$ cat config.mk
export PLATFORM = sky130hd
export DESIGN_NAME = hazard_unit
export DESIGN_NICKNAME = d
export VERILOG_FILES = /design/src/rtl/hazard_unit_pkg.sv /design/src/rtl/hazard_unit_sat_counter.sv /design/src/rtl/hazard_unit.sv
export SDC_FILE = /design/constraint.sdc
export NUM_CORES = 1
export LEC_CHECK = 0
export ABC_AREA = 1
export CAP_MARGIN = 20
export CORE_MARGIN = 2
export CORE_UTILIZATION = 40
export DETAILED_ROUTE_END_ITERATION = 8
export PLACE_DENSITY = 0.66
export REMOVE_ABC_BUFFERS = 1
export SETUP_SLACK_MARGIN = 0.4
export SYNTH_ARGS = -nofsm -noshare
export SYNTH_HDL_FRONTEND = slang
export SYNTH_SLANG_ARGS = --single-unit
$ cat constraint.sdc
create_clock -name clk -period 4.5 [get_ports clk]
set_input_delay 0.45 -clock clk [delete_from_list [all_inputs] [get_ports clk]]
set_output_delay 0.45 -clock clk [all_outputs]
set_load 0.05 [all_outputs]
$ cat src/rtl/hazard_unit_pkg.sv
// Shared encodings and helpers for the ID/EX hazard control block.
package hazard_unit_pkg;

    // controlRF encoding that selects memory data as the register-file source (a load)
    localparam logic [1:0] RF_SRC_MEM = 2'b01;

    // EX operand select encodings
    localparam logic [1:0] FWD_RF  = 2'b00;
    localparam logic [1:0] FWD_WB  = 2'b01;
    localparam logic [1:0] FWD_MEM = 2'b10;

    typedef enum logic [1:0] {
        RUN      = 2'd0,
        LSTALL   = 2'd1,
        REDIRECT = 2'd2
    } state_t;

    // Pick the youngest in-flight producer of rs; MEM beats WB, x0 never forwards
    function automatic logic [1:0] fwd_sel(
        input logic [4:0] rs,
        input logic [4:0] rd_mem,
        input logic       we_mem,
        input logic [4:0] rd_wb,
        input logic       we_wb
    );
        if (we_mem && rd_mem != 5'd0 && rd_mem == rs)
            return FWD_MEM;
        else if (we_wb && rd_wb != 5'd0 && rd_wb == rs)
            return FWD_WB;
        else
            return FWD_RF;
    endfunction

endpackage

$ cat src/rtl/hazard_unit_sat_counter.sv
// Saturating up-counter clocked with the pipeline registers (negedge).
module sat_counter #(
    parameter int W = 32
) (
    input  logic         clk,
    input  logic         rst,
    input  logic         en,
    output logic [W-1:0] count
);

    // Count enabled cycles, sticking at all ones
    always_ff @(negedge clk or negedge rst) begin
        if (!rst)
            count <= '0;
        else if (en && count != {W{1'b1}})
            count <= count + 1'b1;
    end

endmodule

$ cat src/rtl/hazard_unit.sv
// Load-use stall / taken-branch flush FSM and EX operand forwarding selects.
module hazard_unit
    import hazard_unit_pkg::*;
#(
    parameter int LOAD_LAT     = 1,
    parameter int FLUSH_CYCLES = 1,
    parameter int CNT_W        = 32
) (
    input  logic             clk,
    input  logic             rst,
    input  logic [4:0]       rs1_id,
    input  logic [4:0]       rs2_id,
    input  logic             use_rs1_id,
    input  logic             use_rs2_id,
    input  logic [4:0]       rs1_ex,
    input  logic [4:0]       rs2_ex,
    input  logic [4:0]       rd_ex,
    input  logic             we_ex,
    input  logic             load_ex,
    input  logic             br_taken_ex,
    input  logic [4:0]       rd_mem,
    input  logic             we_mem,
    input  logic [4:0]       rd_wb,
    input  logic             we_wb,
    output logic             stall_pc,
    output logic             stall_ifid,
    output logic             flush_ifid,
    output logic             bubble_idex,
    output logic [1:0]       fwd_a,
    output logic [1:0]       fwd_b,
    output logic [CNT_W-1:0] stall_cnt,
    output logic [CNT_W-1:0] flush_cnt
);

    // Remaining-cycle reload values; the current cycle is the first one
    localparam logic [3:0] LD_INIT = 4'(LOAD_LAT - 1);
    localparam logic [3:0] FL_INIT = 4'(FLUSH_CYCLES - 1);

    state_t     state, state_nx;
    logic [3:0] cnt, cnt_nx;
    logic       lu;
    logic       redirect_now, stall_now;

    assign lu = load_ex && we_ex && (rd_ex != 5'd0) &&
                ((use_rs1_id && rs1_id == rd_ex) || (use_rs2_id && rs2_id == rd_ex));

    // State register, updated with the pipeline registers
    always_ff @(negedge clk or negedge rst) begin
        if (!rst) begin
            state <= RUN;
            cnt   <= '0;
        end else begin
            state <= state_nx;
            cnt   <= cnt_nx;
        end
    end

    // Next state: a taken branch wins over a load-use in RUN and aborts an LSTALL
    always_comb begin
        state_nx = state;
        cnt_nx   = cnt;
        case (state)
            RUN: begin
                if (br_taken_ex) begin
                    if (FLUSH_CYCLES > 1) begin
                        state_nx = REDIRECT;
                        cnt_nx   = FL_INIT;
                    end
                end else if (lu) begin
                    if (LOAD_LAT > 1) begin
                        state_nx = LSTALL;
                        cnt_nx   = LD_INIT;
                    end
                end
            end
            LSTALL: begin
                if (br_taken_ex) begin
                    if (FLUSH_CYCLES > 1) begin
                        state_nx = REDIRECT;
                        cnt_nx   = FL_INIT;
                    end else begin
                        state_nx = RUN;
                    end
                end else if (cnt == 4'd1) begin
                    state_nx = RUN;
                end else begin
                    cnt_nx = cnt - 4'd1;
                end
            end
            REDIRECT: begin
                // EX holds a bubble here, so br_taken_ex cannot be real
                if (cnt == 4'd1)
                    state_nx = RUN;
                else
                    cnt_nx = cnt - 4'd1;
            end
            default: begin
                state_nx = RUN;
                cnt_nx   = '0;
            end
        endcase
    end

    // Control outputs; everything is held low while reset is asserted
    always_comb begin
        redirect_now = ((state == RUN) || (state == LSTALL)) && br_taken_ex;
        stall_now    = !br_taken_ex && (((state == RUN) && lu) || (state == LSTALL));
        stall_pc     = rst && stall_now;
        stall_ifid   = rst && stall_now;
        flush_ifid   = rst && (redirect_now || (state == REDIRECT));
        bubble_idex  = rst && (stall_now || redirect_now || (state == REDIRECT));
        fwd_a        = rst ? fwd_sel(rs1_ex, rd_mem, we_mem, rd_wb, we_wb) : FWD_RF;
        fwd_b        = rst ? fwd_sel(rs2_ex, rd_mem, we_mem, rd_wb, we_wb) : FWD_RF;
    end

    sat_counter #(.W(CNT_W)) u_stall_cnt (
        .clk   (clk),
        .rst   (rst),
        .en    (stall_pc),
        .count (stall_cnt)
    );

    sat_counter #(.W(CNT_W)) u_flush_cnt (
        .clk   (clk),
        .rst   (rst),
        .en    (flush_ifid),
        .count (flush_cnt)
    );

endmodule
* Word-level counts from Yosys, hierarchy flattened *
Index checks and enable logic that the tools add are counted.

cells by class
  add/subtract/negate cells = 3
  $mul = 0
  divide/modulo/power cells = 0
  $lt $le $gt $ge = 0
  equality and inequality tests = 12
  shift operators = 0
  muxes and demuxes = 12
  bitwise operators = 1
  reductions and logical operators = 31

operator list
  cell                   number
  $add 32x1->32 const B  2
  $ne 32x32->1 const B   2
  $eq 5x5->1             6
  $logic_and 1x1->1      19
  $reduce_bool 5->1      3
  $mux 2                 6
  $pmux 4 s3             1
  $mux 4                 2
  $logic_or 1x1->1       6
  $pmux 2 s3             1
  $eq 4x1->1 const B     1
  $sub 4x1->4 const B    1
  $eq 2x1->1 const B     1
  $eq 2x2->1 const B     1
  $logic_not 2->1        1
  $mux 1                 2
  $ne 2x2->1 const B     1
  $reduce_and 2->1       1
  $logic_not 1->1        1
  $not 1->1              1

storage, ports and cells
  register bits = 70
  latch bits = 0
  RAM bits = 0
  bits in read-only memories = 0
  input bits = 44
  output and inout port bits = 72
  memories = 0

* Logic depth before layout (Yosys ltp) *
  depth after elaboration = 10
  gate-level depth with buffers = 12

* Hierarchy *
Synthesis repeated with hierarchy kept, for this count alone.

unflattened totals
  cell total of the unflattened synthesis = 833
  area, all modules = 5338.9 sq um

by module, submodules not included
  module       instances  cells each  area an instance (sq um)
  sat_counter  2          333         2190.9
  hazard_unit  1          167         957.2

==> metrics.md <==
| Metric | Value |
|---|---|
| Flip-flop and latch count after synthesis | 70 |
| Total Wirelength | 14.95 mm |
| Port Buffers | 115 |
| Element type at the critical path start | flop |
| Number of vias per cell | 4.809 |
| Synthesized netlist cell count | 778 |
| Count of endpoints failing setup in the final report | 0 |
| Reg clk slew, reported paths | 0.04 ns |
| Area of the die | 0.01378 mm² |
| Worst hold path class | reg2reg |
| Final-layout setup total negative slack | 0 ns |
| Worst Max-Slew Pin Slew | 0.5487 ns |
| Count of pins on the block boundary | 116 |
| Post-route ant nets | 0 |
| TritonCTS clock tree | done |
| Total CTS buffers | 9 |
| Detail-routed net length per standard cell | 13.55 µm |
| Outcome | finished, final reports clean |
| Worst setup path startpoint | state[0]$_DFFE_NN0N_ |
| Clock tree sinks | 70 |
| DRC errors left | 0 |
| Depth of the worst register-to-register path | 10 |
| Final setup margin | 0.08930 ns |
| Number of cells on the worst hold path | 1 |
| Maximum clock path buffer count | 2 |
| Count of nets after finishing | 978 |
| Initial antenna violation count | 0 |
| Half-perimeter wire length of the detailed placement result | 10.79 mm |
| Number of global-route vias before repair | 4810 |
| Hold-fix buffers at CTS | 0 |
| Final Hold Fails | 0 |
| Fraction of layout cells with a size suffix above 1 | 12.46% |
| Vertical die dimension | 117.4 µm |
| Antenna cell count | 0 |
| Largest fanout on the critical path | 2 |
| Classification of the worst setup path | reg2out |
| Endpoint of the worst setup timing path | stall_pc |
| Die boundary width | 117.4 µm |
| Setup repair after global routing missed its margin | true |
| P_leak | 3.599 nW |
| Data required time at the worst endpoint | 4.05 ns |
| Worst slack after detailed placement | 0.04469 ns |
| Count of max-cap constraint violations | 0 |
| Data arrival time of the worst path | 3.96 ns |
| Final worst clock skew | 0.005654 ns |
| Number of enable flip-flop cells after synthesis | 0 |
| Critical register-to-register path endpoint | u_stall_cnt.count[26]$_DFFE_NN0P_ |
| Violation count after the first detailed-route iteration | 361 |
| Routability-driven placement congestion ratio | 0.8994 |
| Vias after detailed routing | 5304 |
| Total number of yosys warnings | 0 |
| Grt ovf | 0 |
| Pin count of the biggest net entering global routing | 105 |
| Final core occ | 57.21% |
| Setup slack of the most critical reg-to-reg path | 2.00 ns |
| First-pass GRT wire length | 23.63 mm |
| Distinct cell type count of the synthesized netlist | 34 |
| Row cnt | 41 |
| Leading cell type in the layout, fill and taps excluded | sky130_fd_sc_hd__nand2_1 |
| Hold_ws | 0.4672 ns |
| GRT Util Overall | 20.92% |
| Largest vdd supply drop | 0.1855 mV |
| Beginning of the worst register-to-register path | u_stall_cnt.count[0]$_DFFE_NN0P_ |
| Syn-to-layout area delta | 39.80% |
| Commonest non-fill, non-tap cells in the layout | sky130_fd_sc_hd__nand2_1, sky130_fd_sc_hd__nor2_1, sky130_fd_sc_hd__dfrtn_1 |
| Post-Synthesis Cell Area | 0.005144 mm² |
| Remaining max-slew budget at the tightest pin | 63.35% |
| Clock root buffer master | sky130_fd_sc_hd__clkbuf_16 |
| DRT Pass-1 Iters | 4 |
| Share of flip-flops with an asynchronous set or reset | 100.0% |
| Proportion of synthesized chip area in sequential cells | 34.05% |
| Total power density per cell area | 244.4 mW/mm² |
| Most used DFF post-synth | sky130_fd_sc_hd__dfrtn_1 |
| Clock latency on the worst-skew pair | 0.34 ns |
| Critical path capture point type | output pin |
| Number of H-tree branching levels | 3 |
| Final Max Tran Viols | 0 |
| Effective utilization at floorplan | 40.93% |
| Floorplan core area | 0.01257 mm² |
| Avg Inst Size Synth | 6.611 µm² |
==> repair_timing <==
action,in CTS,in global routing
pin swaps,6,6
endpoints found under the setup margin,67,65
hold endpoints to repair,0,0
gates cloned,0,3
gates resized for setup,109,53
buffers inserted,13,10
==> per-layer routing <==
layer / track usage (%) / vias to the layer above / wire length [µm]
met5: 0 / - / 0
met4: 5.196 / 0 / 235
met3: 3.696 / 18 / 589
met2: 36.29 / 115 / 7399
met1: 27.04 / 2402 / 6721
li1: - / 2769 / -
==> worst min path at each step <==
stage / from / to / slack [ns]
6_report: cnt[3]$_DFFE_NN0P_ / cnt[3]$_DFFE_NN0P_ / 0.47
5_1_grt: cnt[3]$_DFFE_NN0P_ / cnt[3]$_DFFE_NN0P_ / 0.48
4_1_cts: u_flush_cnt.count[17]$_DFFE_NN0P_ / u_flush_cnt.count[17]$_DFFE_NN0P_ / 0.47
3_5_place_dp: u_flush_cnt.count[17]$_DFFE_NN0P_ / u_flush_cnt.count[17]$_DFFE_NN0P_ / 0.47
3_3_place_gp: u_flush_cnt.count[17]$_DFFE_NN0P_ / u_flush_cnt.count[17]$_DFFE_NN0P_ / 0.46
2_1_floorplan: cnt[3]$_DFFE_NN0P_ / cnt[3]$_DFFE_NN0P_ / 0.45
==> worst max-delay path, stage by stage, from the launching register on <==
cell and delay (ns):
sky130_fd_sc_hd__dfrtn_1 0.45, sky130_fd_sc_hd__buf_6 0.12, sky130_fd_sc_hd__ha_2 0.18, sky130_fd_sc_hd__inv_2 0.06, sky130_fd_sc_hd__nor2_4 0.10, sky130_fd_sc_hd__inv_1 0.06
sky130_fd_sc_hd__a21oi_2 0.15, sky130_fd_sc_hd__buf_6 0.13, sky130_fd_sc_hd__buf_12 0.13
==> area by class of cell <==
class	count	area, µm²
clock buffer	14	264.0
clock inverter	1	5.005
fill	1241	5378
inverter	63	236.5
multi-input combinational	625	3109
sequential	70	1752
tap	172	215.2
timing repair buffer	158	1609
==> flip-flops by register name, indices dropped and copies added, names as in the netlist <==
signal,count
u_flush_cnt.count,32
u_stall_cnt.count,32
cnt,4
state,2
==> power by group <==
part	leakage (nW)	internal [mW]	switching [mW]
Sequential	0.962	0.671	0.0417
Clock	0.133	0.400	0.255
Combinational	2.51	0.125	0.265
Total	3.60	1.20	0.562
==> synthesized netlist by cell type, types with 8 or more instances <==
cell type | n | share of area (%)
sky130_fd_sc_hd__nor3_1 | 15 | 1.5
sky130_fd_sc_hd__xnor2_1 | 18 | 3.1
sky130_fd_sc_hd__a21oi_1 | 8 | 0.78
sky130_fd_sc_hd__buf_2 | 9 | 0.88
sky130_fd_sc_hd__inv_1 | 58 | 4.2
sky130_fd_sc_hd__o21ai_0 | 21 | 2.0
sky130_fd_sc_hd__nand2_1 | 312 | 23
sky130_fd_sc_hd__nand3b_1 | 16 | 2.3
sky130_fd_sc_hd__nand4_1 | 43 | 5.2
sky130_fd_sc_hd__dfrtn_1 | 70 | 34
sky130_fd_sc_hd__xor2_1 | 34 | 5.8
sky130_fd_sc_hd__nand3_1 | 18 | 1.8
sky130_fd_sc_hd__nor2_1 | 110 | 8.0
==> metrics by stage <==
| step | instance area [µm²] | std cells | total power [mW] |
|---|---|---|---|
| final | 7191 | 1103 | 1.757 |
| after global placement | 6555 | 1062 | 1.135 |
| after floorplan | 5001 | 758 | 0.9557 |
| after global routing | 7191 | 1103 | 1.830 |
| after CTS | 6920 | 1090 | 1.770 |
| after detailed placement | 6555 | 1062 | 1.137 |
==> cells by family (layout without fill, tap and decap cells) <==
family,count (synthesis),after routing,share of synthesized area (%)
flops,70,70,34.05
fa+ha+maj,7,7,1.703
xor+xnor,52,52,8.854
buf+inv,83,236,7.371
simple gates,527,527,43.79
compound gates,39,39,4.233
Note: power is estimated with default switching activity, not from simulation.
